$ cat config.mk
export PLATFORM = sky130hd
export DESIGN_NAME = eth_flow_ctrl_gen_flat
export DESIGN_NICKNAME = d
export VERILOG_FILES = /design/src/rtl/eth_flow_ctrl_gen_pkg.sv /design/src/rtl/eth_flow_ctrl_gen_if.sv /design/src/rtl/eth_flow_ctrl_gen_class.sv /design/src/rtl/eth_flow_ctrl_gen.sv /design/src/flat_wrapper.sv
export SDC_FILE = /design/constraint.sdc
export NUM_CORES = 1
export LEC_CHECK = 0
export ABC_AREA = 0
export CAP_MARGIN = 20
export CORE_MARGIN = 2
export CORE_UTILIZATION = 25
export CTS_BUF_LIST = sky130_fd_sc_hd__clkbuf_4 sky130_fd_sc_hd__clkbuf_8 sky130_fd_sc_hd__clkbuf_16
export DETAILED_ROUTE_END_ITERATION = 10
export GPL_TIMING_DRIVEN = 1
export HOLD_SLACK_MARGIN = 0.05
export PLACE_DENSITY = 0.5
export SETUP_SLACK_MARGIN = 0.2
export SLEW_MARGIN = 20
export SYNTH_ARGS = -nofsm -noshare
export SYNTH_HDL_FRONTEND = slang
export SYNTH_SLANG_ARGS = --single-unit
$ cat constraint.sdc
create_clock -name clk -period 3 [get_ports clk]
set_input_delay 0.45 -clock clk [delete_from_list [all_inputs] [get_ports clk]]
set_output_delay 0.45 -clock clk [all_outputs]
set_load 0.02 [all_outputs]
$ cat src/rtl/eth_flow_ctrl_gen_pkg.sv
// Shared constants, request kinds and the resume-level helper for the
// Ethernet pause / per-priority pause request generator.
package eth_fc_pkg;

    localparam int FC_MAX_CLASSES = 8;
    localparam int FC_QUANTA_1G   = 64;

    typedef enum logic [1:0] {
        FC_NONE = 2'd0,
        FC_XOFF = 2'd1,
        FC_XON  = 2'd2
    } fc_kind_t;

    // A resume level at or below the pause level would let a lane bounce
    // straight between XOFF and XON; force at least one unit of hysteresis.
    function automatic logic [16:0] fc_resume_level(input logic [15:0] pause_thresh,
                                                    input logic [15:0] resume_thresh);
        if (resume_thresh > pause_thresh)
            return {1'b0, resume_thresh};
        else
            return {1'b0, pause_thresh} + 17'd1;
    endfunction

endpackage

$ cat src/rtl/eth_flow_ctrl_gen_if.sv
// Pause request handshake towards the TX MAC: request, time and class vector
// are held stable by the master until the slave acknowledges.
interface eth_flow_ctrl_gen_if;
    import eth_fc_pkg::*;

    logic                      pause_req;
    logic                      pause_ack;
    logic [15:0]               pause_time_req;
    logic [FC_MAX_CLASSES-1:0] pause_class_vec;

    modport master (
        output pause_req,
        output pause_time_req,
        output pause_class_vec,
        input  pause_ack
    );

    modport slave (
        input  pause_req,
        input  pause_time_req,
        input  pause_class_vec,
        output pause_ack
    );

endinterface

$ cat src/rtl/eth_flow_ctrl_gen_class.sv
// One traffic class: registered threshold compares, RUN/PAUSED state and the
// remaining-quanta counter; raises want_xoff / want_xon towards the arbiter.
module eth_fc_class #(
    parameter int SPACE_WIDTH = 16
) (
    input  logic                   clk,
    input  logic                   reset,
    input  logic                   clear,
    input  logic                   i_en,
    input  logic                   i_tick,
    input  logic [SPACE_WIDTH-1:0] i_space,
    input  logic [15:0]            i_pause_thresh,
    input  logic [16:0]            i_resume_level,
    input  logic [15:0]            i_pause_time,
    input  logic [15:0]            i_load_time,
    input  logic                   i_grant_xoff,
    input  logic                   i_grant_xon,
    output logic                   o_want_xoff,
    output logic                   o_want_xon,
    output logic                   o_paused
);

    localparam int CW = ((SPACE_WIDTH > 16) ? SPACE_WIDTH : 16) + 1;

    localparam logic [0:0] C_RUN    = 1'b0;
    localparam logic [0:0] C_PAUSED = 1'b1;

    logic [CW-1:0] w_space_x;
    logic [CW-1:0] w_pause_x;
    logic [CW-1:0] w_resume_x;
    logic          w_refresh_due;

    logic          r_below;
    logic          r_above;
    logic [0:0]    r_state;
    logic [15:0]   r_remaining;

    assign w_space_x  = CW'(i_space);
    assign w_pause_x  = CW'(i_pause_thresh);
    assign w_resume_x = CW'(i_resume_level);

    always_ff @(posedge clk or posedge reset) begin
        if (reset) begin
            r_below     <= 1'b0;
            r_above     <= 1'b0;
            r_state     <= C_RUN;
            r_remaining <= '0;
        end else if (clear) begin
            r_below     <= 1'b0;
            r_above     <= 1'b0;
            r_state     <= C_RUN;
            r_remaining <= '0;
        end else begin
            r_below <= (w_space_x < w_pause_x);
            r_above <= (w_space_x >= w_resume_x);
            // A grant in the same cycle as a quantum tick overrides the decrement.
            if (i_grant_xoff) begin
                r_state     <= C_PAUSED;
                r_remaining <= i_load_time;
            end else if (i_grant_xon) begin
                r_state     <= C_RUN;
                r_remaining <= '0;
            end else if (i_tick && (r_state == C_PAUSED) && (r_remaining != 16'd0)) begin
                r_remaining <= r_remaining - 16'd1;
            end
        end
    end

    assign w_refresh_due = (r_remaining <= (i_pause_time >> 1));

    // Disabling wins: a paused class with the enable low only ever asks for XON.
    assign o_want_xoff = i_en &&
                         (((r_state == C_RUN) && r_below) ||
                          ((r_state == C_PAUSED) && w_refresh_due && !r_above));
    assign o_want_xon  = (r_state == C_PAUSED) && (r_above || !i_en);
    assign o_paused    = (r_state == C_PAUSED);

endmodule

$ cat src/rtl/eth_flow_ctrl_gen.sv
// RX flow-control request generator: per-class pause tracking, quantum
// prescaler, and the IDLE/REQ/HOLDOFF request arbiter towards the TX MAC.
module eth_flow_ctrl_gen
    import eth_fc_pkg::*;
#(
    parameter int NUM_CLASSES  = 1,
    parameter int SPACE_WIDTH  = 16,
    parameter int QUANTA_CLKS  = FC_QUANTA_1G,
    parameter int HOLDOFF_CLKS = 16
) (
    input  logic                               clk,
    input  logic                               reset,
    input  logic                               clear,
    input  logic                               pause_request_en,
    input  logic [15:0]                        pause_time,
    input  logic [15:0]                        pause_thresh,
    input  logic [15:0]                        resume_thresh,
    input  logic [NUM_CLASSES*SPACE_WIDTH-1:0] fifo_space,
    output logic [NUM_CLASSES-1:0]             class_paused,
    eth_flow_ctrl_gen_if.master                req_if
);

    localparam logic [1:0] S_IDLE = 2'd0;
    localparam logic [1:0] S_REQ  = 2'd1;
    localparam logic [1:0] S_HOLD = 2'd2;

    localparam int PW = $clog2(QUANTA_CLKS + 1);
    localparam int HW = $clog2(HOLDOFF_CLKS + 1);

    logic [PW-1:0]             r_presc;
    logic                      w_tick;

    logic [1:0]                r_state;
    logic [HW-1:0]             r_hold;
    logic                      r_req;
    logic [15:0]               r_time;
    logic [FC_MAX_CLASSES-1:0] r_vec;
    fc_kind_t                  r_kind;

    logic [16:0]               w_resume;
    logic                      w_ack;
    logic [NUM_CLASSES-1:0]    w_want_xoff;
    logic [NUM_CLASSES-1:0]    w_want_xon;
    logic [NUM_CLASSES-1:0]    w_grant_xoff;
    logic [NUM_CLASSES-1:0]    w_grant_xon;

    assign w_resume = fc_resume_level(pause_thresh, resume_thresh);

    assign w_tick = (r_presc == PW'(QUANTA_CLKS - 1));

    always_ff @(posedge clk or posedge reset) begin
        if (reset)
            r_presc <= '0;
        else if (clear || w_tick)
            r_presc <= '0;
        else
            r_presc <= r_presc + 1'b1;
    end

    assign w_ack        = (r_state == S_REQ) && req_if.pause_ack;
    assign w_grant_xoff = (w_ack && (r_kind == FC_XOFF)) ? r_vec[NUM_CLASSES-1:0] : '0;
    assign w_grant_xon  = (w_ack && (r_kind == FC_XON))  ? r_vec[NUM_CLASSES-1:0] : '0;

    for (genvar g = 0; g < NUM_CLASSES; g++) begin : g_class
        eth_fc_class #(
            .SPACE_WIDTH (SPACE_WIDTH)
        ) u_class (
            .clk            (clk),
            .reset          (reset),
            .clear          (clear),
            .i_en           (pause_request_en),
            .i_tick         (w_tick),
            .i_space        (fifo_space[g*SPACE_WIDTH +: SPACE_WIDTH]),
            .i_pause_thresh (pause_thresh),
            .i_resume_level (w_resume),
            .i_pause_time   (pause_time),
            .i_load_time    (r_time),
            .i_grant_xoff   (w_grant_xoff[g]),
            .i_grant_xon    (w_grant_xon[g]),
            .o_want_xoff    (w_want_xoff[g]),
            .o_want_xon     (w_want_xon[g]),
            .o_paused       (class_paused[g])
        );
    end

    // Request arbiter: the vector is latched at issue, so anything that arises
    // while a request is outstanding waits for the next pass through IDLE.
    always_ff @(posedge clk or posedge reset) begin
        if (reset) begin
            r_state <= S_IDLE;
            r_hold  <= '0;
            r_req   <= 1'b0;
            r_time  <= '0;
            r_vec   <= '0;
            r_kind  <= FC_NONE;
        end else if (clear) begin
            r_state <= S_IDLE;
            r_hold  <= '0;
            r_req   <= 1'b0;
            r_time  <= '0;
            r_vec   <= '0;
            r_kind  <= FC_NONE;
        end else begin
            case (r_state)
                S_IDLE: begin
                    if (|w_want_xoff) begin
                        r_req   <= 1'b1;
                        r_time  <= pause_time;
                        r_vec   <= FC_MAX_CLASSES'(w_want_xoff);
                        r_kind  <= FC_XOFF;
                        r_state <= S_REQ;
                    end else if (|w_want_xon) begin
                        r_req   <= 1'b1;
                        r_time  <= '0;
                        r_vec   <= FC_MAX_CLASSES'(w_want_xon);
                        r_kind  <= FC_XON;
                        r_state <= S_REQ;
                    end
                end
                S_REQ: begin
                    if (w_ack) begin
                        r_req   <= 1'b0;
                        r_time  <= '0;
                        r_vec   <= '0;
                        r_kind  <= FC_NONE;
                        r_hold  <= '0;
                        r_state <= S_HOLD;
                    end
                end
                S_HOLD: begin
                    if (r_hold == HW'(HOLDOFF_CLKS - 1))
                        r_state <= S_IDLE;
                    else
                        r_hold <= r_hold + 1'b1;
                end
                default: r_state <= S_IDLE;
            endcase
        end
    end

    assign req_if.pause_req       = r_req;
    assign req_if.pause_time_req  = r_time;
    assign req_if.pause_class_vec = r_vec;

endmodule

$ cat src/flat_wrapper.sv
// flat-port wrapper written by rule: the top's interface ports become plain ports
module eth_flow_ctrl_gen_flat import eth_fc_pkg::*;
#(
    parameter int NUM_CLASSES  = 1,
    parameter int SPACE_WIDTH  = 16,
    parameter int QUANTA_CLKS  = FC_QUANTA_1G,
    parameter int HOLDOFF_CLKS = 16
)
  (clk, reset, clear, pause_request_en, pause_time, pause_thresh, resume_thresh, fifo_space, class_paused, req_if_pause_req, req_if_pause_time_req, req_if_pause_class_vec, req_if_pause_ack);
  eth_flow_ctrl_gen_if req_if_i ();
  input  logic clk;
  input  logic reset;
  input  logic clear;
  input  logic pause_request_en;
  input  logic [15:0] pause_time;
  input  logic [15:0] pause_thresh;
  input  logic [15:0] resume_thresh;
  input  logic [NUM_CLASSES*SPACE_WIDTH-1:0] fifo_space;
  output logic [NUM_CLASSES-1:0] class_paused;
  output wire logic [$bits(req_if_i.pause_req)-1:0] req_if_pause_req;
  output wire logic [$bits(req_if_i.pause_time_req)-1:0] req_if_pause_time_req;
  output wire logic [$bits(req_if_i.pause_class_vec)-1:0] req_if_pause_class_vec;
  input wire logic [$bits(req_if_i.pause_ack)-1:0] req_if_pause_ack;
  assign req_if_pause_req = req_if_i.pause_req;
  assign req_if_pause_time_req = req_if_i.pause_time_req;
  assign req_if_pause_class_vec = req_if_i.pause_class_vec;
  assign req_if_i.pause_ack = req_if_pause_ack;
  eth_flow_ctrl_gen #(.NUM_CLASSES(NUM_CLASSES), .SPACE_WIDTH(SPACE_WIDTH), .QUANTA_CLKS(QUANTA_CLKS), .HOLDOFF_CLKS(HOLDOFF_CLKS)) u_core (.clk(clk), .reset(reset), .clear(clear), .pause_request_en(pause_request_en), .pause_time(pause_time), .pause_thresh(pause_thresh), .resume_thresh(resume_thresh), .fifo_space(fifo_space), .class_paused(class_paused), .req_if(req_if_i));
endmodule
==> results.py, run 1 <==
metrics = {
    "floorplanning": {
        "dieArea_sq_um": 19000,
        "start_util_pct": 25.7,
        "core.rowCount": 48,
        "ios": 95,
        "die-height_um": 138,
        "die_x_um": 138,
        "fp.coreArea_sq_um": 17400,
    },
    "drt": {
        "drtAntennaViolNets": 0,
        "wire_per_inst_um": 15.3,
        "viasPerCell": 4.94,
        "drc": 0,
        "drt_first_pass_iters": 5,
        "num_vias": 4436,
        "routed_wl_um": 13700,
        "drt_iter0_drc": 233,
    },
    "synth": {
        "synthesis.area_sq_um": 4480,
        "async_flop_share_pct": 100,
        "yosys.area.top_type_share_pct": 29.0,
        "synth_edf_count": 0,
        "avgSynthCellArea_sq_um": 8.87,
        "yosysMostFrequentCell": "ha_1",
        "yosysSeqAreaShare_pct": 29.0,
        "netlist_top_cells_count": "ha_1 (67), dfrtp_1 (52), a21oi_1 (45), inv_1 (45), nor2_1 (39)",
        "synth_cell_types": 58,
        "syn_inst": 505,
        "synth_area_leaders": "dfrtp_1 (29%), ha_1 (19%), a21oi_1 (5.0%)",
        "ys.flop_type": "dfrtp_1",
        "yosysWarnings": 0,
        "synth-seq-cells": 52,
        "yosysTopAreaCell": "dfrtp_1",
    },
    "setup_path": {
        "worstReg2RegStart": "u_core.g_class[0].u_class.r_remaining[0]$_DFFE_PP0P_",
        "end_kind": "flop",
        "cp_max_fo": 8,
        "start_kind": "input pin",
        "r2r_end": "u_core.g_class[0].u_class.r_remaining[8]$_DFFE_PP0P_",
        "worstSetupPathType": "in2reg",
        "reg2reg_depth": 9,
        "max_stage_delay_ns": 0.36,
        "worstPathCellList": "buf_6 > buf_6 > inv_12 > ha_4 > nand4_1 > nor2_2 > a2111oi_4 > a21oi_2 > a2bb2oi_4 > buf_4 > buf_8 > mux2i_1 > ha_1 > a2111oi_4 > o21a_1 > nor3_2 > o221a_2",
        "arrival_ns": 3.41,
        "reg2reg_slack_ns": 0.36,
        "crit_required_ns": 3.19,
        "slowest_stage": "a2111oi_4",
    },
    "power": {
        "power_density_nw_per_um2": 332,
        "leakage_nw": 3.11,
        "ir_worst_vdd_v": 0.000251,
        "p_total_mw": 2.24,
    },
    "grt": {
        "grt_pass1_vias": 4537,
        "track_usage_pct": 14.5,
        "gr-total-overflow": 0,
        "antenna_found_initial": 0,
        "grt_pass1_wl_um": 22000,
        "grt_start_max_net_pins": 24,
    },
    "cts": {
        "clock_latency_ns": 0.30,
        "path_clk_slew_ns": 0.08,
        "cts_tree": "built",
        "htreeDepth": 2,
        "clock_tree.buffer_depth": 2,
        "numCtsBuffers": 5,
        "cts_sinks": 52,
        "cts_root_buf": "clkbuf_16",
        "postCtsHoldBufs": 0,
    },
    "timing": {
        "post-route-period-util_pct": 107,
        "setup_slack_ns": -0.215,
        "rsz0062_at_grt": "yes",
        "relSlewSlack_pct": 64.4,
        "report.final.setup_viol": 1,
        "hold_viol_final": 0,
        "fmax_ghz": 0.311,
        "worst_pin_slew_ns": 0.530,
        "skew_ns": 0.00870,
        "whs_ns": 0.444,
        "fin_crit_ns": 3.22,
        "slew_violations": 0,
    },
    "placement": {
        "dpl.cell_count": 879,
        "hpwl_um": 11000,
        "place_area_sq_um": 6320,
        "place_congestion": 0.841,
        "port_buffers": 87,
    },
    "final_layout": {
        "drive_gt1_share_pct": 25.9,
        "num_antenna_cells": 0,
        "area_growth_pct": 50.4,
        "final_cell_area_sq_um": 6740,
        "finalNonFillerCells": 898,
        "post-route-util_pct": 38.7,
        "fin_nets": 808,
    },
    "outcome": {
        "outcome": "finished, violations left",
        "violations": "setup timing",
    },
    "worst_hold_path": {
        "hp-class": "in2async",
    },
    "flow_run": {
        "cap_viol_max_count": 0,
    },
}
==> power by group <==
group / switching, mW / internal (mW)
logic: 0.407 / 0.432
registers: 0.0502 / 0.741
clock network: 0.288 / 0.317
==> routing by layer <==
metal	wire [um]	track usage (%)	up-vias
li1	-	-	2199
met1	6160	18.5	2112
met2	6770	26.5	116
met3	645	1.57	9
met4	122	2.83	0
met5	0	0	-
==> registers in the layout, indices dropped and copies added, names as in the netlist <==
register	count
u_core.g_class.u_class.r_remaining	16
u_core.req_if.pause_time_req	16
u_core.r_presc	7
u_core.r_hold	5
u_core.r_kind	2
u_core.r_state	2
u_core.g_class.u_class.o_paused	1
u_core.g_class.u_class.r_above	1
u_core.g_class.u_class.r_below	1
u_core.req_if.pause_class_vec	1
==> layout by cell type, fill, tap and decap left out, drive strengths merged, types with 3 or more instances in the layout <==
cell type / instances
or3: 4
o31ai: 5
xnor2: 15
o21ai: 15
dlygate4sd2: 10
xor2: 3
nand4: 11
a211oi: 5
nand2: 28
clkdlybuf4s15: 11
clkdlybuf4s50: 57
mux2i: 15
a41oi: 5
a22o: 21
inv: 47
a31oi: 7
a2111oi: 3
a21oi: 45
nor2: 39
dfrtp: 52
and3: 4
a21o: 15
clkbuf: 5
ha: 67
nor3: 6
nand3: 14
a211o: 3
buf: 98
nor4: 10
nor2b: 3
conb: 7
o21bai: 3
nand2b: 8
==> layout make-up <==
type | instances | area [sq um]
tap | 225 | 282
sequential | 52 | 1300
fill | 1751 | 10700
clock inverter | 3 | 27.5
inverter | 46 | 203
clock buffer | 5 | 125
multi-input combinational | 391 | 3270
timing repair buffer | 176 | 1530
==> cell families (layout without fill, tap and decap cells) <==
| logic type | after synthesis | after routing | synth area share [%] |
|---|---|---|---|
| AOI/OAI and AO/OA | 146 | 146 | 22.8 |
| adders and majority gates | 67 | 67 | 18.7 |
| DFF | 52 | 52 | 29.0 |
| and+or+nand+nor | 136 | 136 | 15.3 |
| other | 1 | 7 | 0.0837 |
| xor gates and xnor gates | 18 | 18 | 3.52 |
| buffers and inverters | 68 | 230 | 6.65 |
| muxes | 17 | 17 | 3.85 |
==> worst max path at each step <==
stage / startpoint / to / slack (ns) / depth (start not counted)
6_report: pause_thresh[11] / u_core.g_class[0].u_class.r_above$_DFF_PP0_ / -0.22 / 17
3_5_place_dp: pause_thresh[11] / u_core.g_class[0].u_class.r_above$_DFF_PP0_ / -1.00 / 16
2_1_floorplan: pause_thresh[11] / u_core.g_class[0].u_class.r_above$_DFF_PP0_ / -0.24 / 15
4_1_cts: pause_thresh[11] / u_core.g_class[0].u_class.r_above$_DFF_PP0_ / -0.21 / 17
3_3_place_gp: pause_thresh[11] / u_core.g_class[0].u_class.r_above$_DFF_PP0_ / -0.97 / 17
5_1_grt: pause_thresh[11] / u_core.g_class[0].u_class.r_above$_DFF_PP0_ / -0.31 / 17
==> what timing repair did <==
item	in CTS	in global routing
endpoints found under the setup margin	1	35
gates cloned	0	0
buffers inserted	6	5
pin swaps	20	11
gates resized for setup	106	13
==> critical path, delay by kind of cell <==
kind	cells	cell delay, ns
adders and majority gates	2	0.56
muxes	1	0.23
and+or+nand+nor	3	0.37
buffers and inverters	5	0.47
AOI/OAI and AO/OA	6	1.32
==> through the flow <==
step           setup slack (ns)  setup TNS (ns)
5_1_grt                  -0.314          -0.314
3_3_place_gp             -0.965           -1.44
4_1_cts                  -0.210          -0.210
6_report                 -0.215          -0.215
2_1_floorplan            -0.243          -0.243
3_5_place_dp              -1.00           -2.20
Note: power is estimated with default switching activity, not from simulation.
==> run 2: changes to the inputs <==
CORE_UTILIZATION = 52   (was 25)
PLACE_DENSITY = 0.86   (was 0.5)
==> results.py, run 2 (synthesized netlist as in run 1, its figures left out) <==
metrics = {
    "timing": {
        "slew_violations": 0,
        "skew_ns": 0.00642,
        "rsz0062_at_grt": "yes",
        "relSlewSlack_pct": 63.8,
        "report.final.setup_viol": 1,
        "post-route-period-util_pct": 110,
        "worst_pin_slew_ns": 0.538,
        "fmax_ghz": 0.302,
        "setup_slack_ns": -0.312,
        "fin_crit_ns": 3.31,
        "fin_tns_setup_ns": -0.312,
        "hold_viol_final": 0,
    },
    "drt": {
        "routed_wl_um": 14200,
        "wl_met2_um": 7030,
        "wl_met3_um": 1020,
        "drt_iter0_drc": 331,
        "viasPerCell": 6.08,
        "highest_layer": "met4",
        "drtAntennaViolNets": 0,
        "drt_first_pass_iters": 5,
        "num_vias": 4725,
        "drt-met1-wl_um": 5650,
        "drc": 0,
        "wire_per_inst_um": 18.3,
    },
    "setup_path": {
        "cp_common_cell": "a21o_1",
        "start_kind": "input pin",
        "critPathTopFamily": "compound AO/OA/AOI/OAI gates",
        "crit_required_ns": 3.21,
        "worstReg2RegStart": "u_core.g_class[0].u_class.r_remaining[0]$_DFFE_PP0P_",
        "worstPathCellList": "dlygate4sd2_1 > ha_4 > nand4_1 > nor2_4 > a21oi_4 > a31oi_4 > a2bb2oi_4 > mux2i_1 > ha_1 > a21o_1 > a21o_1 > a2111oi_4 > o21a_1 > nor3_1 > o221a_2",
        "worst-path-buf-inv": 1,
        "arrival_ns": 3.52,
        "path_depth": 15,
        "slowest_stage": "a2111oi_4",
        "startpoint": "resume_thresh[8]",
        "end_kind": "flop",
        "max_stage_delay_ns": 0.29,
        "reg2reg_depth": 8,
        "worstSetupPathType": "in2reg",
        "cp_max_fo": 4,
    },
    "power": {
        "ir_worst_vdd_v": 0.000197,
        "leakage_nw": 3.08,
        "power_density_nw_per_um2": 322,
    },
    "outcome": {
        "outcome": "finished, violations left",
        "violations": "setup timing",
    },
    "cts": {
        "clock_latency_ns": 0.32,
        "numCtsBuffers": 5,
        "cts_sinks": 52,
        "postCtsHoldBufs": 0,
        "cts_tree": "built",
        "htreeDepth": 2,
        "clock_tree.buffer_depth": 2,
        "path_clk_slew_ns": 0.09,
        "cts_root_buf": "clkbuf_8",
    },
    "final_layout": {
        "drive_gt1_share_pct": 24.0,
        "finalNonFillerCells": 777,
        "final_cell_mix": "buf_4 (85), clkdlybuf4s50_1 (57), ha_1 (53)",
        "area_growth_pct": 44.0,
        "fin_nets": 807,
        "num_antenna_cells": 0,
        "final_common_cell": "buf_4",
    },
    "floorplanning": {
        "dieArea_sq_um": 9380,
        "ios": 95,
        "die_x_um": 96.8,
        "core.rowCount": 33,
        "fp.coreArea_sq_um": 8300,
        "die-height_um": 96.8,
        "start_util_pct": 54.0,
    },
    "flow_run": {
        "cap_viol_max_count": 0,
    },
    "placement": {
        "port_buffers": 87,
        "place_congestion": 0.889,
        "dpl.cell_count": 759,
        "hpwl_um": 10600,
    },
    "grt": {
        "grt_pass1_vias": 4792,
        "antenna_found_initial": 0,
        "grt_pass1_wl_um": 22600,
        "gr-total-overflow": 0,
        "grt_start_max_net_pins": 26,
        "track_usage_pct": 28.8,
    },
    "worst_hold_path": {
        "hp-class": "in2async",
    },
}
run 2: through the flow:
step | utilization [%] | hold WS [ns] | power (mW) | cell area (sq um) | worst slack, ns
final | 77.7 | 0.448 | 2.08 | 6450 | -0.312
after global routing | 77.7 | 0.478 | 2.19 | 6450 | -0.466
after CTS | 76.8 | 0.461 | 2.02 | 6370 | -0.320
after detailed placement | 74.2 | 0.454 | 1.58 | 6160 | -1.10
after global placement | 74.2 | 0.442 | 1.54 | 6160 | -0.928
after floorplan | - | 0.433 | 1.24 | 4680 | -0.243
run 2: where the power goes:
part | internal, mW | switching (mW) | total, mW
Combinational | 0.425 | 0.428 | 0.853
Sequential | 0.741 | 0.0511 | 0.792
Clock | 0.197 | 0.235 | 0.432
run 2: repair_timing:
item / in CTS / in global routing
endpoints found under the setup margin: 7 / 30
gates resized for setup: 95 / 10
pin swaps: 25 / 8
setup buffers: 6 / 4
cloned: 0 / 0
run 2: path summary, 6_finish.rpt:
| kind | endpoint | slack, ns |
|---|---|---|
| min in group clk | u_core.r_presc[0]$_DFF_PP0_ | 0.46 |
| worst max register to register | u_core.g_class[0].u_class.r_remaining[5]$_DFFE_PP0P_ | 0.42 |
| worst min-delay path | u_core.r_hold[1]$_DFFE_PP0P_ | 0.45 |
| worst max-delay path | u_core.g_class[0].u_class.r_above$_DFF_PP0_ | -0.31 |
| max in group asynchronous | u_core.r_kind[1]$_DFFE_PP0P_ | 1.95 |
| worst min register to register | u_core.r_presc[0]$_DFF_PP0_ | 0.46 |
run 2: area by class of cell:
class	count	area [sq um]
Timing Repair Buffer	175	1510
Clock buffer	7	90.1
Inverter	46	203
Sequential cell	52	1300
Fill cell	506	1850
Multi-Input combinational cell	391	3210
Clock inverter	1	7.51
Tap cell	105	131
run 2: per-layer routing:
metal	track usage [%]	vias to the layer above
li1	-	2191
met1	36.2	2213
met2	50.4	259
met3	4.05	62
met4	10.3	0
met5	0	-
